## config.mk

```make
export PLATFORM = sky130hd
export DESIGN_NAME = chk_report_arb_flat
export DESIGN_NICKNAME = d
export VERILOG_FILES = /design/src/rtl/chk_report_arb_if.sv /design/src/rtl/chk_report_arb.sv /design/src/flat_wrapper.sv
export SDC_FILE = /design/constraint.sdc
export NUM_CORES = 1
export LEC_CHECK = 0
export BUFFER_PORTS_ARGS = -buffer_cell sky130_fd_sc_hd__buf_2
export CORE_MARGIN = 2
export CORE_UTILIZATION = 30
export CTS_BUF_LIST = sky130_fd_sc_hd__clkbuf_4
export DETAILED_ROUTE_END_ITERATION = 16
export GPL_TIMING_DRIVEN = 0
export PLACE_DENSITY = 0.56
export SLEW_MARGIN = 20
export SYNTH_ARGS = -nofsm -noshare
export SYNTH_HDL_FRONTEND = slang
export SYNTH_SLANG_ARGS = --single-unit
```

## constraint.sdc

```tcl
create_clock -name clk -period 3.63 [get_ports clk]
set_input_delay 0.726 -clock clk [delete_from_list [all_inputs] [get_ports clk]]
set_output_delay 0.726 -clock clk [all_outputs]
set_load 0.01 [all_outputs]
```

## src/rtl/chk_report_arb_if.sv

```systemverilog
// Handshake bundle for chk_report_arb: requester side, shared report channel and counter.
// The arbiter connects as slave; the environment drives the master side.
interface chk_report_arb_if #(
    parameter int unsigned NUM_REQ = 4,
    parameter int unsigned DATA_W  = 4,
    parameter int unsigned CNT_W   = 16
);
    localparam int unsigned ID_W = $clog2(NUM_REQ);

    logic                      cfg_en;
    logic [NUM_REQ-1:0]        req_valid;
    logic [NUM_REQ*DATA_W-1:0] req_data;
    logic [NUM_REQ-1:0]        req_ready;
    logic                      rpt_valid;
    logic                      rpt_ready;
    logic [ID_W-1:0]           rpt_id;
    logic [DATA_W-1:0]         rpt_data;
    logic [CNT_W-1:0]          rpt_count;

    modport master (
        output cfg_en, req_valid, req_data, rpt_ready,
        input  req_ready, rpt_valid, rpt_id, rpt_data, rpt_count
    );

    modport slave (
        input  cfg_en, req_valid, req_data, rpt_ready,
        output req_ready, rpt_valid, rpt_id, rpt_data, rpt_count
    );
endinterface

```

## src/rtl/chk_report_arb.sv

```systemverilog
// Round-robin arbiter funnelling checker reports into one registered report channel,
// with a saturating count of completed transfers.
module chk_report_arb #(
    parameter int unsigned NUM_REQ = 4,
    parameter int unsigned DATA_W  = 4,
    parameter int unsigned CNT_W   = 16
) (
    input logic             clk,
    input logic             rst,
    chk_report_arb_if.slave bus
);
    localparam int unsigned ID_W = $clog2(NUM_REQ);

    typedef enum logic {StEmpty, StFull} state_e;

    state_e              state_q, state_d;
    logic [ID_W-1:0]     rr_ptr_q;
    logic [ID_W-1:0]     rpt_id_q;
    logic [DATA_W-1:0]   rpt_data_q;
    logic [CNT_W-1:0]    rpt_count_q;

    logic [NUM_REQ-1:0]  rot_valid;
    logic [ID_W-1:0]     off;
    logic [ID_W:0]       sum;
    logic [ID_W-1:0]     gnt_idx;
    logic [ID_W-1:0]     rr_ptr_next;
    logic                any_valid;
    logic                load;
    logic                xfer;

    // Rotate so bit 0 is the requester at rr_ptr; lowest set bit is the winner's offset.
    always_comb begin
        rot_valid = NUM_REQ'({bus.req_valid, bus.req_valid} >> rr_ptr_q);
        any_valid = |bus.req_valid;
        off       = '0;
        for (int i = NUM_REQ - 1; i >= 0; i--) begin
            if (rot_valid[i]) begin
                off = ID_W'(i);
            end
        end
        sum = {1'b0, rr_ptr_q} + {1'b0, off};
        if (sum >= (ID_W+1)'(NUM_REQ)) begin
            gnt_idx = ID_W'(sum - (ID_W+1)'(NUM_REQ));
        end else begin
            gnt_idx = sum[ID_W-1:0];
        end
        if (gnt_idx == ID_W'(NUM_REQ - 1)) begin
            rr_ptr_next = '0;
        end else begin
            rr_ptr_next = gnt_idx + 1'b1;
        end
    end

    // rst gates load so req_ready drops the instant reset asserts.
    assign load = !rst && bus.cfg_en && (state_q == StEmpty || bus.rpt_ready) && any_valid;
    assign xfer = (state_q == StFull) && bus.rpt_ready;

    always_comb begin
        state_d = state_q;
        unique case (state_q)
            StEmpty: if (load) state_d = StFull;
            StFull:  if (bus.rpt_ready && !load) state_d = StEmpty;
            default: state_d = StEmpty;
        endcase
    end

    always_ff @(posedge clk or posedge rst) begin
        if (rst) begin
            state_q     <= StEmpty;
            rr_ptr_q    <= '0;
            rpt_id_q    <= '0;
            rpt_data_q  <= '0;
            rpt_count_q <= '0;
        end else begin
            state_q <= state_d;
            if (load) begin
                rr_ptr_q   <= rr_ptr_next;
                rpt_id_q   <= gnt_idx;
                rpt_data_q <= bus.req_data[gnt_idx*DATA_W +: DATA_W];
            end
            if (xfer && rpt_count_q != {CNT_W{1'b1}}) begin
                rpt_count_q <= rpt_count_q + 1'b1;
            end
        end
    end

    assign bus.req_ready = load ? (NUM_REQ'(1) << gnt_idx) : '0;
    assign bus.rpt_valid = (state_q == StFull);
    assign bus.rpt_id    = rpt_id_q;
    assign bus.rpt_data  = rpt_data_q;
    assign bus.rpt_count = rpt_count_q;
endmodule

```

## src/flat_wrapper.sv

```systemverilog
// flat-port wrapper written by rule: the top's interface ports become plain ports
module chk_report_arb_flat 
#(
    parameter int unsigned NUM_REQ = 4,
    parameter int unsigned DATA_W  = 4,
    parameter int unsigned CNT_W   = 16
)
  (clk, rst, bus_cfg_en, bus_req_valid, bus_req_data, bus_rpt_ready, bus_req_ready, bus_rpt_valid, bus_rpt_id, bus_rpt_data, bus_rpt_count);
  chk_report_arb_if #(.NUM_REQ(NUM_REQ), .DATA_W(DATA_W), .CNT_W(CNT_W)) bus_i ();
  input logic clk;
  input logic rst;
  input wire logic [$bits(bus_i.cfg_en)-1:0] bus_cfg_en;
  input wire logic [$bits(bus_i.req_valid)-1:0] bus_req_valid;
  input wire logic [$bits(bus_i.req_data)-1:0] bus_req_data;
  input wire logic [$bits(bus_i.rpt_ready)-1:0] bus_rpt_ready;
  output wire logic [$bits(bus_i.req_ready)-1:0] bus_req_ready;
  output wire logic [$bits(bus_i.rpt_valid)-1:0] bus_rpt_valid;
  output wire logic [$bits(bus_i.rpt_id)-1:0] bus_rpt_id;
  output wire logic [$bits(bus_i.rpt_data)-1:0] bus_rpt_data;
  output wire logic [$bits(bus_i.rpt_count)-1:0] bus_rpt_count;
  assign bus_i.cfg_en = bus_cfg_en;
  assign bus_i.req_valid = bus_req_valid;
  assign bus_i.req_data = bus_req_data;
  assign bus_i.rpt_ready = bus_rpt_ready;
  assign bus_req_ready = bus_i.req_ready;
  assign bus_rpt_valid = bus_i.rpt_valid;
  assign bus_rpt_id = bus_i.rpt_id;
  assign bus_rpt_data = bus_i.rpt_data;
  assign bus_rpt_count = bus_i.rpt_count;
  chk_report_arb #(.NUM_REQ(NUM_REQ), .DATA_W(DATA_W), .CNT_W(CNT_W)) u_core (.clk(clk), .rst(rst), .bus(bus_i));
endmodule
```

* Word level (Yosys, flattened, before mapping)
Cells that the tools add are included.
** Word-level totals
- Flip-flop bits (word level) :: 25
- Output and inout bits :: 27
** Operators by class
- Add/sub/neg operators :: 4
- Bitwise logic cells :: 1
- Mux-type cells :: 10
- Shifts and indexed selects :: 3
- Eq/ne operators :: 2
- Reduce and logical (&&, ||, !) cells :: 10
- $lt $le $gt $ge :: 1
** Operators with widths (number)
- $add A16 B1 Y16 const B :: 1
- $ne A16 B16 Y1 const B :: 1
- $shiftx A16 B5 Y4 :: 1
- $mux W2 :: 6
- $shr A8 B2 Y4 :: 1
- $logic_and A1 B1 Y1 :: 6
- $mux W4 :: 1
- $reduce_or A4 Y1 :: 1
- $shl A1 B2 Y4 const A :: 1
- $add A2 B2 Y3 :: 1
- $ge A3 B3 Y1 const B :: 1
- $add A2 B1 Y2 const B :: 1
- $eq A2 B2 Y1 const B :: 1
- $logic_not A1 Y1 :: 2
- $mux W1 :: 2
- $pmux W1 S2 :: 1
- $sub A2 B1 Y2 const B :: 1
- $logic_or A1 B1 Y1 :: 1
- $not A1 Y1 :: 1

* Longest topological paths before layout
Gate-level depths: netlist (run 1).
- Depth after elaboration :: 10
- Mapped depth :: 12
- Mapped depth without buffers :: 11

* Least setup slack after synthesis (run 1)
No wires, ideal clock.
- Path type :: input to output
- Start :: input port bus_req_valid[0]
- End :: output port bus_req_ready[3]
- Path buffers :: 0
- Data required time :: 2904 ps
- Stages :: 11
- Setup slack :: 521 ps
- Data arrival time :: 2383 ps
- Cells stage by stage :: nor2_1 -> a221o_2 -> nand2_1 -> o221ai_1 -> ha_1 -> xnor2_1 -> o21ai_4 -> nand2_2 -> ha_1 -> inv_1 -> nor2_1
** Between the ends
- Longest elaborated chain between the ends :: 10
** RTL lines
- from (decl) :: line flat_wrapper.sv:13 : input wire logic [$bits(bus_i.req_valid)-1:0] bus_req_valid;
- $shr A8 B2 Y4 :: line chk_report_arb.sv:33 : rot_valid = NUM_REQ'({bus.req_valid, bus.req_valid} >> rr_ptr_q);
- $mux W2 (4 in a row) :: line chk_report_arb.sv:37 : if (rot_valid[i]) begin
- $add A2 B2 Y3 :: line chk_report_arb.sv:41 : sum = {1'b0, rr_ptr_q} + {1'b0, off};
- $ge A3 B3 Y1 / $sub A2 B1 Y2 (equally long branches) :: line chk_report_arb.sv:42, chk_report_arb.sv:43
- $mux W2 :: line chk_report_arb.sv:42 : if (sum >= (ID_W+1)'(NUM_REQ)) begin
- $shl A1 B2 Y4 :: line chk_report_arb.sv:87 : assign bus.req_ready = load ? (NUM_REQ'(1) << gnt_idx) : '0;
- $mux W4 * :: line chk_report_arb.sv:87
- to (decl) :: line flat_wrapper.sv:16 : output wire logic [$bits(bus_i.req_ready)-1:0] bus_req_ready;
Every way passes the cells marked *; elsewhere a longest branch is shown, timed or not.

* Worst setup path in the final report (run 1)
- Start :: register u_core.rr_ptr_q[0]
- End :: output port bus_req_ready[3]
** Between the ends
- Longest elaborated chain between the ends :: 10
** RTL lines
- from (decl) :: line chk_report_arb.sv:17 : logic [ID_W-1:0] rr_ptr_q;
- from (signal assigned) :: line chk_report_arb.sv:77 : rr_ptr_q <= rr_ptr_next;
- $shr A8 B2 Y4 :: line chk_report_arb.sv:33
- $mux W2 (4 in a row) :: line chk_report_arb.sv:37
- $add A2 B2 Y3 * :: line chk_report_arb.sv:41
- $ge A3 B3 Y1 / $sub A2 B1 Y2 (equally long branches) :: line chk_report_arb.sv:42, chk_report_arb.sv:43
- $mux W2 * :: line chk_report_arb.sv:42
- $shl A1 B2 Y4 * :: line chk_report_arb.sv:87
- $mux W4 * :: line chk_report_arb.sv:87
Marked as above.

==> results of run 1 <==
-- cell families after synthesis --
| logic type | after synthesis | synth area share |
|---|---|---|
| AOI/OAI and AO/OA | 27 | 0.147 |
| xor gates and xnor gates | 17 | 0.0974 |
| adders and majority gates | 3 | 0.0246 |
| buffers and inverters | 10 | 0.0303 |
| DFF | 25 | 0.409 |
| muxes | 5 | 0.0393 |
| and+or+nand+nor | 67 | 0.252 |
-- worst paths after layout --
path                                                    start  depth (start not counted)                             endpoint  slack, ns
hold / removal                                            rst                          2  u_core.bus.rpt_count[2]$_DFFE_PP0P_       0.44
setup reg to reg               u_core.rr_ptr_q[0]$_DFFE_PP0P_                         11   u_core.bus.rpt_data[3]$_DFFE_PP0P_       1.01
min in group clk           u_core.bus.rpt_data[0]$_DFFE_PP0P_                          2   u_core.bus.rpt_data[0]$_DFFE_PP0P_       0.49
hold reg to reg            u_core.bus.rpt_data[0]$_DFFE_PP0P_                          2   u_core.bus.rpt_data[0]$_DFFE_PP0P_       0.49
max in group asynchronous                                 rst                          2   u_core.bus.rpt_data[0]$_DFFE_PP0P_       2.87
setup / recovery               u_core.rr_ptr_q[0]$_DFFE_PP0P_                         13                     bus_req_ready[3]       0.21
-- layout by cell type, fill, tap and decap left out, drive strengths merged, types with 2 or more instances in the layout --
cell     count
nor3         5
nor2         5
nand4        4
o21ai        2
o221ai       2
a21oi        3
xnor2        8
a221oi       4
nand3        9
a2111oi      4
ha           3
nor2b        9
nand2       18
inv          3
nor4         3
and3         2
mux2         5
dfrtp       25
o31ai        5
buf         60
xor2         9
nand2b       3
and4         3
clkbuf       5
nor3b        4
-- layer usage --
layer  up-vias  GRT usage
li1        684          -
met1       597      0.169
met2        41      0.200
met3         2     0.0291
met4         0     0.0409
met5         -          0
-- state kept, by name, summed over array words and instances, names as in the netlist --
register,flops
u_core.bus.rpt_data,4
u_core.bus.rpt_id,2
u_core.rr_ptr_q,2
u_core.bus.rpt_valid,1
u_core.bus.rpt_count,16
-- cell type report --
cell class,instances,area share
Multi-Input combinational cell,119,0.454
Sequential cell,25,0.316
Timing Repair Buffer,55,0.145
Tap cell,67,0.0424
Buffer,6,0.0177
Clock buffer,4,0.0152
Inverter,4,0.00949
-- report_power, final --
part | switching, mW | internal, mW | total (mW)
sequential | 0.0629 | 0.348 | 0.411
combinational | 0.401 | 0.360 | 0.760
clock | 0.0774 | 0.0503 | 0.128
-- critical path, delay by kind of cell, from the launching register on --
| family | cells | cell delay, ns |
|---|---|---|
| AO/OA/AOI/OAI | 2 | 0.43 |
| XOR/XNOR | 1 | 0.25 |
| adder cells (fa/ha/maj) | 2 | 0.41 |
| buffers and inverters | 3 | 0.34 |
| flip-flops | 1 | 0.45 |
| AND/OR/NAND/NOR | 5 | 0.52 |
-- per-stage QoR --
step,TNS [ns],area (um2),power (mW)
2_1_floorplan,0,1530,0.872
3_3_place_gp,-0.130,1860,1.06
3_5_place_dp,-0.131,1860,1.06
4_1_cts,0,1900,1.19
5_1_grt,-0.00902,1980,1.42
6_report,0,1980,1.30
-- timing repair --
action / 4_1_cts / 5_1_grt
setup buffers: 0 / 5
resized for setup: 1 / 9
pin swaps: 0 / 3
setup endpoints to repair: 3 / 2
==> out/qor.txt, run 1 <==
Overflow after GRT -> 0
drt first-iter violations -> 43
Syn-to-layout area delta -> 29.4%
GP Congestion -> 0.768
Tmin final -> 3.42 ns
Max Used Layer -> met4
top cells by count, synth -> dfrtp_1 (25), nand2_1 (17), nand3_1 (9), nor2b_1 (9), xor2_1 (9)
Synth Warn # -> 0
height of the die -> 75.4 um
CTS Hold Bufs -> 0
Slew @ Worst Pin -> 0.547 ns
clock insertion delay at the later pin of the skew report -> 0.31 ns
Clock Tree Root -> clkbuf_4
layout cells sized above 1 -> 0.404
Cell Count, Final, Fillers Out -> 280
drt wl/cell -> 12.1 um
clock tree buffer depth -> 2
wire length on met2 -> 1530 um
fill cell count -> 511
relative slew slack -> 0.635
global-route wire length before repair -> 5550 um
NumNets Final -> 241
pre-CTS WS -> -0.0796 ns
clk slew on worst S/H paths -> 0.13 ns
prevailing post-synth register cell -> dfrtp_1
TritonCTS Buffers -> 3
Syn Area/Cell -> 9.93 um2
placed cell count -> 271
CP Data Required Time -> 2.90 ns
worst vdd ir -> 0.391 mV
Antenna Cells -> 0
most frequent CP cell -> ha_2
Hold Fails Final Rpt -> 0
f_max -> 0.292 GHz
# clock sinks -> 25
Post-synth EDFFs -> 0
post-synth top area cell -> dfrtp_1
hold slack -> 0.445 ns
Seq. cell area -> 626 um2
initial antenna violation count -> 0
initial core utilization -> 0.317
power per cell area -> 656 nW/um2
max-slew violations -> 0
largest net degree at the start of global routing -> 27
number of synthesized register bits -> 25
CP max-delay cell -> dfrtp_1
CP peak stage delay -> 0.45 ns
Post-Synthesis Cell Area -> 1530 um2
htree depth -> 1
Seq/Total Area, Yosys -> 0.409
Worst setup EP type -> output pin
CP Cell Sequence -> buf_6, nor2b_1, a221o_2, nand2_1, o221ai_1, ha_2, xor2_2, nand3_4, nand2_4, ha_2, inv_1, nor2_2, buf_2
Leakage -> 0.950 nW
Post-Synthesis Cells -> 154
# rows -> 25
# IOs -> 51
DRC -> 0
CP Launch Type -> flop
Netlist cell types -> 42
DP Wirelength -> 2620 um
worst path arrival time -> 2.70 ns
Worst Hold Class -> in2async
synth top area cells -> dfrtp_1 (41%), xor2_1 (5.2%), xnor2_1 (4.6%)
TritonCTS clock tree -> built
Core Footprint -> 4820 um2
category of the critical setup timing path -> reg2out
multi-input logic area -> 897 um2
die area -> 5680 um2
status -> finished clean
die width -> 75.4 um
Layout Utilization -> 0.411
ys async rst share -> 1.00
IO buf count -> 50
crit-path max FO -> 10
maxcap violations -> 0
# setup viols final -> 0
routed vias/inst -> 4.73
Final WS setup -> 0.205 ns
Detail Route Antenna Nets -> 0
Worst Skew -> 0.00604 ns
post-synth top area share -> 0.409
First-pass DRT Iterations -> 4
WL met1 -> 1630 um
DR vias -> 1324
GRT Overall Usage -> 0.126
top-count cell post-synth -> dfrtp_1
met3 routed WL -> 218 um
Net Count, Synth -> 181
post-route clock period utilization -> 0.943
vias in the first global route -> 1230
final WL -> 3400 um
(Power assumes the default switching activity.)
==> run 2: changes to the inputs <==
--- a/config.mk
+++ b/config.mk
@@ -6,12 +6,13 @@
 export NUM_CORES = 1
 export LEC_CHECK = 0
 export BUFFER_PORTS_ARGS = -buffer_cell sky130_fd_sc_hd__buf_2
+export CAP_MARGIN = 0
 export CORE_MARGIN = 2
 export CORE_UTILIZATION = 30
 export CTS_BUF_LIST = sky130_fd_sc_hd__clkbuf_4
 export DETAILED_ROUTE_END_ITERATION = 16
 export GPL_TIMING_DRIVEN = 0
-export PLACE_DENSITY = 0.56
+export PLACE_DENSITY = 0.58
 export SLEW_MARGIN = 20
 export SYNTH_ARGS = -nofsm -noshare
 export SYNTH_HDL_FRONTEND = slang
==> constraint.sdc (replaced) <==
create_clock -name clk -period 2.85 [get_ports clk]
set_input_delay 0.57 -clock clk [delete_from_list [all_inputs] [get_ports clk]]
set_output_delay 0.57 -clock clk [all_outputs]
set_load 0.01 [all_outputs]
==> run 2 against run 1 <==
  * Cell area increased by 3.8%
  * Routed wire length increased by 9.9%
  * Largest power group unchanged
  * Combinational power up 47%
  * Sequential power increased by 27%
  * Worst setup slack lost 0.44 ns
  * Power rose by 40%
  * Sequential cell count unchanged
  * The flow now finishes with violations (negative setup slack)
  * Global-route usage increased by 1.0 points
  * Count of clock-buffer cells in the layout shrank 1
  * Hold slack got worse by 0.17 ns
==> out/qor.txt, run 2 (same netlist as run 1, synthesis figures left out) <==
drt first-iter violations -> 75 (was 43)
worst vdd ir -> 0.396 mV (was 0.391 mV)
DRC -> 0 (unchanged)
DR vias -> 1392 (was 1324)
TritonCTS clock tree -> built (unchanged)
Syn-to-layout area delta -> 34.3% (was 29.4%)
Tmin final -> 3.08 ns
DP Wirelength -> 2720 um (was 2620 um)
max-slew violations -> 0 (unchanged)
First-pass DRT Iterations -> 4 (unchanged)
Worst Hold Class -> in2async (unchanged)
vias in the first global route -> 1324 (was 1230)
GRT Overall Usage -> 0.136 (was 0.126)
layout cells sized above 1 -> 0.440 (was 0.404)
TritonCTS Buffers -> 3 (unchanged)
Core Footprint -> 4820 um2 (unchanged)
IO buf count -> 50 (unchanged)
CP Data Required Time -> 2.28 ns (was 2.90 ns)
Detail Route Antenna Nets -> 0 (unchanged)
Hold Fails Final Rpt -> 0 (unchanged)
Layout Utilization -> 0.426 (was 0.411)
largest net degree at the start of global routing -> 27 (unchanged)
# IOs -> 51 (unchanged)
htree depth -> 1 (unchanged)
CTS Hold Bufs -> 0 (unchanged)
NumNets Final -> 244 (was 241)
global-route wire length before repair -> 6070 um (was 5550 um)
clk slew on worst S/H paths -> 0.15 ns (was 0.13 ns)
Worst Skew -> 0.00839 ns (was 0.00604 ns)
Antenna Cells -> 0 (unchanged)
die width -> 75.4 um (unchanged)
failing checks -> negative setup slack
relative slew slack -> 0.620 (was 0.635)
Slew @ Worst Pin -> 0.569 ns (was 0.547 ns)
final WL -> 3740 um (was 3400 um)
status -> complete, but fails checks (was finished clean)
most frequent cells in the layout -> buf_2 (52), dfrtp_1 (25), nand2_1 (16), nor2b_1 (9) (was buf_2 (54), dfrtp_1 (25), nand2_1 (17), nor2b_1 (9))
Pwr Total -> 1.81 mW (was 1.30 mW)
Final WS setup -> -0.233 ns (was 0.205 ns)
category of the critical setup timing path -> reg2out (unchanged)
GP Congestion -> 0.744 (was 0.768)
crit-path max FO -> 5 (was 10)
Worst setup EP type -> output pin (unchanged)
most common cell after layout, fill and taps aside -> buf_2 (unchanged)
Setup Total Neg Slack -> -0.808 ns (was 0 ns)
power per cell area -> 883 nW/um2 (was 656 nW/um2)
RSZ-0062 raised after global routing -> yes
# setup viols final -> 4 (was 0)
hold slack -> 0.270 ns (was 0.445 ns)
clock insertion delay at the later pin of the skew report -> 0.32 ns (was 0.31 ns)
f_max -> 0.324 GHz
clock tree buffer depth -> 2 (unchanged)
CP peak stage delay -> 0.41 ns (was 0.45 ns)
CP Launch Type -> flop (unchanged)
routed vias/inst -> 4.92 (was 4.73)
worst path arrival time -> 2.51 ns (was 2.70 ns)
CP Cell Sequence -> buf_6, nor2b_1, a221o_2, nand2_2, o221ai_2, ha_4, xnor2_2, o21ai_4, buf_4, a211oi_2, buf_2 (was buf_6, nor2b_1, a221o_2, nand2_1, o221ai_1, ha_2, xor2_2, nand3_4, nand2_4, ha_2, inv_1, nor2_2, buf_2)
height of the die -> 75.4 um (unchanged)
fill cell count -> 504 (was 511)
initial core utilization -> 0.317 (unchanged)
max reg flops -> 16 (unchanged)
# rows -> 25 (unchanged)
maxcap violations -> 0 (unchanged)
Clock Tree Root -> clkbuf_4 (unchanged)
die area -> 5680 um2 (unchanged)
post-route clock period utilization -> 1.08
Leakage -> 0.970 nW (was 0.950 nW)
# clock sinks -> 25 (unchanged)
initial antenna violation count -> 0 (unchanged)
CP max-delay cell -> dfrtp_1 (unchanged)
Overflow after GRT -> 0 (unchanged)
drt wl/cell -> 13.2 um (was 12.1 um)
run 2: cell types whose count changed in the layout (fill, tap and decap cells not counted), moves of 2 or more:
cell   delta
buf_2     -2
buf_4     +2
buf_6     +3
ha_2      -2
ha_4      +2
run 2: final timing paths:
| path | slack [ns] | endpoint | from | depth (start not counted) |
|---|---|---|---|---|
| max in group asynchronous | 2.24 | u_core.bus.rpt_valid$_DFF_PP0_ | rst | 2 |
| setup reg to reg | 0.37 | u_core.bus.rpt_data[3]$_DFFE_PP0P_ | u_core.rr_ptr_q[0]$_DFFE_PP0P_ | 12 |
| hold / removal | 0.27 | u_core.bus.rpt_id[0]$_DFFE_PP0P_ | rst | 2 |
| min in group clk | 0.49 | u_core.bus.rpt_count[8]$_DFFE_PP0P_ | u_core.bus.rpt_count[8]$_DFFE_PP0P_ | 1 |
| setup / recovery | -0.23 | bus_req_ready[2] | u_core.rr_ptr_q[0]$_DFFE_PP0P_ | 11 |
| hold reg to reg | 0.49 | u_core.bus.rpt_count[8]$_DFFE_PP0P_ | u_core.bus.rpt_count[8]$_DFFE_PP0P_ | 1 |
run 2: area by class of cell:
class / instances / area (um2) / share of cell area
timing repair buffer: 59 / 329 / 0.160
clock inverter: 1 / 7.51 / 0.00366
buffer: 5 / 32.5 / 0.0158
clock buffer: 3 / 22.5 / 0.0110
sequential: 25 / 626 / 0.305
tap: 67 / 83.8 / 0.0408
inverter: 4 / 18.8 / 0.00914
multi-input combinational: 119 / 933 / 0.455
run 2: worst max-delay path, delay by kind of cell (launching register included):
family	cells	cell delay (ns)
xor gates and xnor gates	1	0.22
adders and majority gates	1	0.20
DFF	1	0.41
and+or+nand+nor	2	0.20
AOI/OAI and AO/OA	4	0.72
buffers and inverters	3	0.45
run 2: repair_timing:
item / CTS / global route
resized for setup: 16 / 5
endpoints found under the setup margin: 4 / 4
pin swaps: 6 / 1
setup buffers: 8 / 1
run 2: through the flow:
stage / cell area [um2] / cells / setup WS [ns]
global placement: 1860 / 271 / -0.640
finish: 2050 / 283 / -0.233
global route: 2050 / 283 / -0.331
CTS: 2020 / 282 / -0.243
detailed placement: 1860 / 271 / -0.661
floorplan: 1530 / 154 / 0.0442
run 2: report_power, final:
group / internal [mW] / total (mW) / leakage [nW] / switching (mW)
logic: 0.551 / 1.12 / 0.631 / 0.574
clock network: 0.0536 / 0.166 / 0.0139 / 0.113
registers: 0.443 / 0.522 / 0.326 / 0.0792
total: 1.05 / 1.81 / 0.970 / 0.766
run 2: layer usage:
| layer | global-route usage | share of wire |
|---|---|---|
| met5 | 0 | 0 |
| met4 | 0.0234 | 0.0072 |
| met3 | 0.0304 | 0.037 |
| met2 | 0.216 | 0.47 |
| met1 | 0.192 | 0.48 |
==> run 3: changes to the inputs <==
--- a/config.mk
+++ b/config.mk
@@ -13,7 +13,9 @@
 export DETAILED_ROUTE_END_ITERATION = 16
 export GPL_TIMING_DRIVEN = 0
 export PLACE_DENSITY = 0.58
+export RECOVER_POWER = 50
 export SLEW_MARGIN = 20
 export SYNTH_ARGS = -nofsm -noshare
 export SYNTH_HDL_FRONTEND = slang
 export SYNTH_SLANG_ARGS = --single-unit
+export TNS_END_PERCENT = 100
==> run 3 against run 2 <==
  * The flow still finishes with violations (negative setup slack)
  * Worst setup slack improved by 0.00051 ns
  * Combinational power about the same
  * Clock power about the same
  * Via count down 0.14%
  * Maximum frequency about the same
  * Sequential cell count is the same
  * Die area unchanged
  * Global-route usage unchanged
  * Sequential power barely moved
  * Clock skew hardly changed
  * Power shrank 0.61%
  * Highest routed layer unchanged
==> out/qor.txt, run 3 (same netlist as run 1, synthesis figures left out) <==
status -> complete, but fails checks (unchanged)
failing checks -> negative setup slack (unchanged)
crit path from -> u_core.rr_ptr_q[0]$_DFFE_PP0P_ (unchanged)
Reg2Reg Depth -> 12 (unchanged)
routed vias/inst -> 4.91 (was 4.92)
CP peak stage delay -> 0.41 ns (about the same)
Gate power share -> 0.617 (was 0.620)
r2r setup slk -> 0.37 ns (about the same)
# IOs -> 51 (unchanged)
Buffers & Inverters on Critical Path -> 3 (unchanged)
clock tree buffer depth -> 2 (unchanged)
Tmin final -> 3.08 ns (about the same)
Critical R2R Launch -> u_core.rr_ptr_q[0]$_DFFE_PP0P_ (unchanged)
global-route wire length before repair -> 6070 um (unchanged)
# rows -> 25 (unchanged)
final WL -> 3730 um (was 3740 um)
power per cell area -> 884 nW/um2 (was 883 nW/um2)
CP Launch Type -> flop (unchanged)
# setup viols final -> 4 (unchanged)
drt wl/cell -> 13.2 um (about the same)
# clock sinks -> 25 (unchanged)
Slew @ Worst Pin -> 0.570 ns (was 0.569 ns)
hold slack -> 0.262 ns (was 0.270 ns)
Clock power frac -> 0.092 (about the same)
DP Wirelength -> 2720 um (unchanged)
Clock Tree Root -> clkbuf_4 (unchanged)
Detail Route Antenna Nets -> 0 (unchanged)
post-route clock period utilization -> 1.08 (about the same)
Antenna Cells -> 0 (unchanged)
worst path arrival time -> 2.51 ns (about the same)
IO buf count -> 50 (unchanged)
Worst Skew -> 0.00822 ns (was 0.00839 ns)
CP Depth -> 11 (unchanged)
DR vias -> 1390 (was 1392)
initial antenna violation count -> 0 (unchanged)
sequential fraction of design power -> 0.290 (was 0.288)
largest net degree at the start of global routing -> 27 (unchanged)
Hold Fails Final Rpt -> 0 (unchanged)
Sw Share -> 0.425 (was 0.422)
max-slew violations -> 0 (unchanged)
met3 routed WL -> 139 um (was 140 um)
die width -> 75.4 um (unchanged)
CP Data Required Time -> 2.28 ns (about the same)
CP Cell Sequence -> buf_6, nor2b_1, a221o_2, nand2_2, o221ai_2, ha_4, xnor2_2, o21ai_4, buf_4, a211oi_2, buf_2 (unchanged)
Overflow after GRT -> 0 (unchanged)
height of the die -> 75.4 um (unchanged)
Core Footprint -> 4820 um2 (unchanged)
initial core utilization -> 0.317 (unchanged)
Int Pwr -> 1.04 mW (was 1.05 mW)
htree depth -> 1 (unchanged)
critical path endpoint -> bus_req_ready[2] (unchanged)
P_sw -> 766 uW (about the same)
wire length on met2 -> 1780 um (was 1770 um)
clk slew on worst S/H paths -> 0.15 ns (about the same)
most common cell after layout, fill and taps aside -> buf_2 (unchanged)
vias in the first global route -> 1324 (unchanged)
RSZ-0062 raised after global routing -> yes (unchanged)
CP max-delay cell -> dfrtp_1 (unchanged)
worst r2r dst -> u_core.bus.rpt_data[3]$_DFFE_PP0P_ (unchanged)
TritonCTS Buffers -> 3 (unchanged)
relative slew slack -> 0.619 (was 0.620)
Placed Area -> 1860 um2 (unchanged)
DRC -> 0 (unchanged)
die area -> 5680 um2 (unchanged)
crit-path max FO -> 5 (unchanged)
CTS Hold Bufs -> 0 (unchanged)
GP Congestion -> 0.744 (unchanged)
Worst Hold Class -> in2async (unchanged)
WL met1 -> 1790 um (was 1800 um)
max reg flops -> 16 (unchanged)
GRT Overall Usage -> 0.136 (unchanged)
most frequent cells in the layout -> buf_2 (40), dfrtp_1 (25), nand2_1 (16), clkbuf_1 (13), nor2b_1 (9) (was buf_2 (52), dfrtp_1 (25), nand2_1 (16), nor2b_1 (9))
f_max -> 0.324 GHz (about the same)
maxcap violations -> 0 (unchanged)
Final WS setup -> -0.233 ns (about the same)
worst vdd ir -> 0.397 mV (was 0.396 mV)
CP delay by family, top -> compound AO/OA/AOI/OAI gates (unchanged)
Final Instance Area -> 2040 um2 (was 2050 um2)
layout cells sized above 1 -> 0.384 (was 0.440)
Worst setup EP type -> output pin (unchanged)
Max Used Layer -> met4 (unchanged)
TritonCTS clock tree -> built (unchanged)
First-pass DRT Iterations -> 4 (unchanged)
drt first-iter violations -> 78 (was 75)
category of the critical setup timing path -> reg2out (unchanged)
Syn-to-layout area delta -> 33.3% (was 34.3%)
NumNets Final -> 244 (unchanged)
Leakage -> 0.928 nW (was 0.970 nW)
clock insertion delay at the later pin of the skew report -> 0.32 ns (about the same)
[run 3: area by class of cell]
type,count,area [um2]
well taps,67,83.8
inverters,4,18.8
clock inverters,1,7.51
plain buffers,5,32.5
multi-input cells,119,933
flip-flops and latches,25,626
repair buffers,59,314
clock buffers,3,22.5
fillers,508,2780
[run 3: worst register-to-register path: cells and delay by family (launching register included)]
family	cells	cell delay [ns]
DFF	1	0.41
buffers and inverters	3	0.42
and+or+nand+nor	3	0.34
adders and majority gates	1	0.20
AOI/OAI and AO/OA	4	0.85
xor gates and xnor gates	1	0.16
[run 3: routing by layer]
metal  up-vias  track usage
met1       671        0.192
met4         0       0.0234
li1        691            -
met2        26        0.216
met5         -            0
met3         2       0.0304
[run 3: worst min path at each step]
stage                                              start                                    to  slack [ns]  cells after the start
finish                                               rst      u_core.bus.rpt_id[0]$_DFFE_PP0P_        0.26                      2
global route                                         rst   u_core.bus.rpt_count[5]$_DFFE_PP0P_        0.27                      2
CTS                                                  rst      u_core.bus.rpt_id[0]$_DFFE_PP0P_        0.27                      2
detailed placement    u_core.bus.rpt_data[3]$_DFFE_PP0P_    u_core.bus.rpt_data[3]$_DFFE_PP0P_        0.47                      2
global placement      u_core.bus.rpt_data[3]$_DFFE_PP0P_    u_core.bus.rpt_data[3]$_DFFE_PP0P_        0.47                      2
floorplan           u_core.bus.rpt_count[15]$_DFFE_PP0P_  u_core.bus.rpt_count[15]$_DFFE_PP0P_        0.52                      1
[run 3: stage by stage]
| stage | cells | setup TNS (ns) | power [mW] | setup WS, ns | util |
|---|---|---|---|---|---|
| after floorplan | 154 | 0 | 1.11 | 0.0442 | - |
| after global placement | 271 | -2.31 | 1.35 | -0.640 | 0.387 |
| after detailed placement | 271 | -2.41 | 1.36 | -0.661 | 0.387 |
| after CTS | 282 | -0.954 | 1.73 | -0.243 | 0.419 |
| after global routing | 283 | -1.24 | 1.95 | -0.331 | 0.423 |
| final | 283 | -0.807 | 1.80 | -0.233 | 0.423 |
[run 3: what timing repair did]
action / in CTS / in global routing
resized for setup: 16 / 5
pin swaps: 6 / 1
endpoints found under the setup margin: 4 / 4
setup buffers: 8 / 1
cloned: 0 / 0
[run 3: power groups by stage]
| stage | clock network, mW | registers [mW] | logic, mW |
|---|---|---|---|
| final | 0.166 | 0.523 | 1.11 |
| after global routing | 0.189 | 0.535 | 1.23 |
| after CTS | 0.178 | 0.520 | 1.03 |
| after detailed placement | 0 | 0.528 | 0.830 |
| after global placement | 0 | 0.529 | 0.824 |
| after floorplan | 0 | 0.551 | 0.559 |
